`src/rtl/sw_debounce_edge.sv`:
```
// sw_debounce_edge: brings a raw switch into the clk_i domain, debounces it with a
// counter FSM and emits a clean level, rise/fall/long-press strobes and a press count.
module sw_debounce_edge #(
   parameter int unsigned DEBOUNCE_CYCLES   = 250_000,
   parameter int unsigned LONG_PRESS_CYCLES = 25_000_000,
   parameter int unsigned COUNT_W           = 8
) (
   input  logic               clk_i,
   input  logic               rst_i,
   input  logic               sw_i,
   output logic               level_o,
   output logic               rise_o,
   output logic               fall_o,
   output logic               long_o,
   output logic [COUNT_W-1:0] press_count_o
);

   localparam int unsigned CNT_W  = $clog2(DEBOUNCE_CYCLES);
   localparam int unsigned HOLD_W = $clog2(LONG_PRESS_CYCLES);

   localparam logic [CNT_W-1:0]   CNT_LAST  = CNT_W'(DEBOUNCE_CYCLES - 1);
   localparam logic [CNT_W-1:0]   CNT_ONE   = CNT_W'(1);
   localparam logic [HOLD_W-1:0]  HOLD_LAST = HOLD_W'(LONG_PRESS_CYCLES - 1);
   localparam logic [HOLD_W-1:0]  HOLD_ONE  = HOLD_W'(1);
   localparam logic [COUNT_W-1:0] PRESS_ONE = COUNT_W'(1);

   typedef enum logic [1:0] {
      ST_LOW       = 2'd0,
      ST_RISE_WAIT = 2'd1,
      ST_HIGH      = 2'd2,
      ST_FALL_WAIT = 2'd3
   } state_e;

   logic               sync1_q, sync1_d;
   logic               s_q, s_d;
   state_e             state_q, state_d;
   logic [CNT_W-1:0]   cnt_q, cnt_d;
   logic [HOLD_W-1:0]  hold_q, hold_d;
   logic               long_done_q, long_done_d;
   logic               level_q, level_d;
   logic               rise_q, rise_d;
   logic               fall_q, fall_d;
   logic               long_q, long_d;
   logic [COUNT_W-1:0] press_q, press_d;

   // State register: synchronizer, FSM, counters and registered outputs.
   always_ff @(posedge clk_i) begin
      if (rst_i) begin
         sync1_q     <= 1'b0;
         s_q         <= 1'b0;
         state_q     <= ST_LOW;
         cnt_q       <= {CNT_W{1'b0}};
         hold_q      <= {HOLD_W{1'b0}};
         long_done_q <= 1'b0;
         level_q     <= 1'b0;
         rise_q      <= 1'b0;
         fall_q      <= 1'b0;
         long_q      <= 1'b0;
         press_q     <= {COUNT_W{1'b0}};
      end else begin
         sync1_q     <= sync1_d;
         s_q         <= s_d;
         state_q     <= state_d;
         cnt_q       <= cnt_d;
         hold_q      <= hold_d;
         long_done_q <= long_done_d;
         level_q     <= level_d;
         rise_q      <= rise_d;
         fall_q      <= fall_d;
         long_q      <= long_d;
         press_q     <= press_d;
      end
   end

   // Next-state logic: debounce FSM, long-press timer and strobe generation.
   always_comb begin
      sync1_d     = sw_i;
      s_d         = sync1_q;
      state_d     = state_q;
      cnt_d       = cnt_q;
      hold_d      = hold_q;
      long_done_d = long_done_q;
      level_d     = level_q;
      rise_d      = 1'b0;
      fall_d      = 1'b0;
      long_d      = 1'b0;
      press_d     = press_q;

      // The hold timer only runs while the debounced level is high; it saturates
      // at its last value and long_done blocks repeat strobes until the next rise.
      if ((state_q == ST_HIGH) || (state_q == ST_FALL_WAIT)) begin
         if (hold_q == HOLD_LAST) begin
            if (!long_done_q) begin
               long_d      = 1'b1;
               long_done_d = 1'b1;
            end else begin
               long_d      = 1'b0;
            end
         end else begin
            hold_d = hold_q + HOLD_ONE;
         end
      end else begin
         hold_d = hold_q;
      end

      case (state_q)
         ST_LOW: begin
            if (s_q) begin
               state_d = ST_RISE_WAIT;
               cnt_d   = {CNT_W{1'b0}};
            end else begin
               state_d = ST_LOW;
            end
         end
         ST_RISE_WAIT: begin
            if (!s_q) begin
               state_d = ST_LOW;
            end else if (cnt_q == CNT_LAST) begin
               state_d     = ST_HIGH;
               level_d     = 1'b1;
               rise_d      = 1'b1;
               press_d     = press_q + PRESS_ONE;
               hold_d      = {HOLD_W{1'b0}};
               long_done_d = 1'b0;
            end else begin
               cnt_d = cnt_q + CNT_ONE;
            end
         end
         ST_HIGH: begin
            if (!s_q) begin
               state_d = ST_FALL_WAIT;
               cnt_d   = {CNT_W{1'b0}};
            end else begin
               state_d = ST_HIGH;
            end
         end
         ST_FALL_WAIT: begin
            if (s_q) begin
               state_d = ST_HIGH;
            end else if (cnt_q == CNT_LAST) begin
               state_d = ST_LOW;
               level_d = 1'b0;
               fall_d  = 1'b1;
            end else begin
               cnt_d = cnt_q + CNT_ONE;
            end
         end
         default: begin
            state_d = ST_LOW;
            cnt_d   = {CNT_W{1'b0}};
            level_d = 1'b0;
         end
      endcase
   end

   assign level_o       = level_q;
   assign rise_o        = rise_q;
   assign fall_o        = fall_q;
   assign long_o        = long_q;
   assign press_count_o = press_q;

endmodule
```
`config.mk`:
```
export PLATFORM = sky130hd
export DESIGN_NAME = sw_debounce_edge
export DESIGN_NICKNAME = d
export VERILOG_FILES = /design/src/rtl/sw_debounce_edge.sv
export SDC_FILE = /design/constraint.sdc
export NUM_CORES = 1
export LEC_CHECK = 0
export ABC_AREA = 1
export CORE_MARGIN = 3
export CORE_UTILIZATION = 47
export DETAILED_ROUTE_END_ITERATION = 8
export PLACE_DENSITY = 0.72
export SYNTH_ARGS = -nofsm -noshare
export SYNTH_HDL_FRONTEND = slang
export SYNTH_SLANG_ARGS = --single-unit
```
`constraint.sdc`:
```
create_clock -name clk_i -period 2.9 [get_ports clk_i]
set_input_delay 0.435 -clock clk_i [delete_from_list [all_inputs] [get_ports clk_i]]
set_output_delay 0.435 -clock clk_i [all_outputs]
set_load 0.1 [all_outputs]
```
==> metrics.md <==
| Metric | Value |
|---|---|
| Clock-pin slew of the registers on the worst-case setup and hold paths | 0.07 ns |
| FMAX | 476 MHz |
| FF+latch count, synth | 60 |
| Critical Path RT | 3.13 ns |
| Ranking of synthesized cells by area | dfxtp_1, nand2_1, nor2_1 |
| First-pass iteration count of the detailed router | 4 |
| Cts repair resizes | 0 |
| Num CTS Buffers | 9 |
| Top cell type's share of synthesized area | 0.355 |
| Clock root buffer | clkbuf_8 |
| YS warnings | 0 |
| Number of global-route vias before repair | 3097 |
| # setup viols final | 0 |
| Min cycle time layout | 2.10 ns |
| Vias | 3285 |
| Mux share of post-synthesis cell area | 0 |
| Avg Vias per Cell | 5.09 |
| VDD IR-drop max | approximately 0.00028 V |
| CP Class | reg2reg |
| Critical path data arrival time | 2.33 ns |
| Total die area | 0.00826 sq mm |
| Final HPWL DP | 5890 um |
| Gpl congestion | 0.960 |
| Starting density of the core | 0.490 |
| Multi-input combinational cell area | between 0.0015 and 0.002 sq mm |
| Initial antenna violation count | 0 |
| Max cap viols | 0 |
| GR Overflow Total | 0 |
| Worst-path maximum fanout | 17 |
| Clk_lat worst skew | 0.35 ns |
| Area grow syn2layout | 12.4% |
| Largest net degree at the start of global routing | 21 |
| Die Wd | 90.9 um |
| DRT Wirelength | 8020 um |
| Syn nets | 534 |
| Worst Tran Pin Value | 0.719 ns |
| First-pass GRT wire length | about 14000 um |
| P_leak | 1.35 nW |
| Worst hold start | s_d |
| Die height | 90.9 um |
| Pwr/cell area | between 400 and 500 mW/mm^2 |
| Fin Clk Skew | about 0.01 ns |
| Unrepaired setup endpoints after global routing | false |
| CTS tree | built |
| FF+latch area | 0.00120 sq mm |
| Placeable Area | just under 0.007 sq mm |
| Synth Area in Adders | 0.0111 |
| Num rows | 30 |
| CTS max path bufs | 2 |
| Area leader, netlist | dfxtp_1 |
| CTS sink count | 60 |
| TNS Setup | 0 ns |
| R2r setup slk | ~0.8 ns |
| Number of distinct library cells after synthesis | 32 |
| Layout cells sized above 1 | 0.102 |
| Period utilisation layout | 0.724 |
| Hold Buf Count CTS | 0 |
| Worst Reg-to-Reg Cells | 8 |
| CP endpoint kind | register |
| Final Hold Viols | 0 |
| Post-Synth Simple-Gate Area | 0.424 |
| DRC viols | 0 |
| Hold_ws | 0.403 ns |
| Post-route antenna net violation count | 0 |
| Post-synthesis cell count | 528 |
| Main combinational cell family by area after synthesis | simple AND/OR/NAND/NOR gates |
| IO Port Bufs | 14 |
| Relative slew slack | 0.520 |
| Post-CTS setup buffers | 0 |
| Reg-to-Reg End | hold_q[4] |
| H-tree levels | 3 |
| Xor/xnor share of the synthesized area | 0.0440 |
| Netlist Area Pre-Place | 0.00339 sq mm |
| Sequential-to-total area share from yosys stat | 0.355 |
| RR Startpoint | cnt_q[0] |
| Post-synthesis compound-gate area fraction | 0.0809 |
| Total Routing Usage GR | 0.205 |
| Avg Synthesized Cell Area | 6.41 sq um |
| Worst hold endpoint | s_q |
| Worst hold path cell count | 2 |
| Post-layout nets | between 500 and 600 |
| Final Max Slew Viols | 0 |
| Top-level port count | 15 |
| # fillers | 717 |
| Hold crit path type | reg2reg |
| Detailed Route Iter0 Violations | 164 |
| Status | finished clean |
| DR WL/cell | 12.4 um |
| Ant diodes | 0 |
| Startpoint Class | register |
==> layout make-up <==
type                       instances  share of cell area
clock buffer                      12              0.0407
multi-input combinational        401               0.498
clock inverter                     4              0.0250
inverter                          57              0.0562
tap                               96              0.0315
timing repair buffer              16              0.0329
sequential                        60               0.315
==> worst max-delay path: stages, from the launching register on <==
cell	delay, ns
dfxtp_1	0.38
ha_1	0.23
nand3_1	0.17
nor2_1	0.23
nand4_1	0.26
nand2_2	0.37
inv_2	0.18
o21ai_1	0.12
nor2_1	0.06
==> how the worst max path moves through the flow <==
stage / start / to / slack, ns
6_report: cnt_q[0] / hold_q[4] / 0.80
4_1_cts: cnt_q[0] / hold_q[4] / 0.80
5_1_grt: cnt_q[0] / hold_q[4] / 0.64
3_5_place_dp: rst_i / hold_q[4] / 0.78
3_3_place_gp: rst_i / hold_q[4] / 0.85
2_1_floorplan: press_count_o[2] / press_count_o[7] / 1.0
==> cell families after synthesis <==
logic type,count (synthesis)
compound gates,45
simple gates,336
buf+inv,67
flops,60
xor+xnor,17
fa+ha+maj,3
==> synth_stat cells <==
cell type / instances
nand2_1: 144
a21oi_2: 8
o21ai_0: 4
nor2_1: 95
a21oi_1: 24
clkbuf_1: 5
xnor2_1: 5
buf_12: 1
buf_2: 1
nor2_2: 8
inv_2: 3
nor3_1: 16
nand2_2: 5
buf_6: 2
and2_1: 1
dfxtp_1: 60
nand4_1: 14
nand3_2: 1
nor4_1: 1
or2_2: 1
o21bai_1: 2
a21o_1: 1
a31o_2: 1
nand3_1: 45
o21ai_1: 2
nand3b_1: 4
buf_4: 1
nor3b_1: 1
xor2_1: 12
o31ai_1: 3
inv_1: 54
ha_1: 3
==> cells in the final DEF, fill, tap and decap left out, drive strengths merged, types with 2 or more instances in the layout <==
cell type,instances
xnor2,5
clkdlybuf4s50,2
o21ai,6
a21oi,32
nand3b,4
bufinv,3
nor2,103
nand4,14
dfxtp,60
xor2,12
nand2,149
ha,3
buf,14
clkbuf,12
o21bai,2
nor3,16
inv,57
o31ai,3
nand3,46
==> flip-flops by register name (all words and copies together), names as in the netlist, named ones only <==
name,cells
level_o,1
rise_o,1
s_d,1
press_count_o,8
state_q,1
long_done_q,1
long_o,1
cnt_q,18
hold_q,25
fall_o,1
s_q,1
==> through the flow <==
| step | cells | utilization | setup WS (ns) | area [sq um] | total power, mW |
|---|---|---|---|---|---|
| finish | 646 | 0.551 | 0.800 | 3810 | 1.81 |
| global route | 646 | 0.551 | 0.637 | 3810 | 1.86 |
| CTS | 646 | 0.551 | 0.804 | 3810 | 1.83 |
| detailed placement | 630 | 0.515 | 0.778 | 3560 | 0.883 |
| global placement | 630 | 0.515 | 0.847 | 3560 | 0.883 |
| floorplan | 528 | - | 0.995 | 3390 | 0.876 |
==> per-layer routing <==
metal	wire, um	vias up	part of all wire	track usage
met5	0	-	0	0
met4	178	0	0.022	0.0842
met3	309	20	0.039	0.0608
met2	3660	69	0.46	0.330
met1	3870	1476	0.48	0.256
li1	-	1720	-	-
==> power breakdown <==
group	internal, mW	total [mW]	switching [mW]
clock network	0.617	0.944	0.328
logic	0.00826	0.0371	0.0288
registers	0.826	0.827	0.00174
Power figures use the tool's default switching activity.
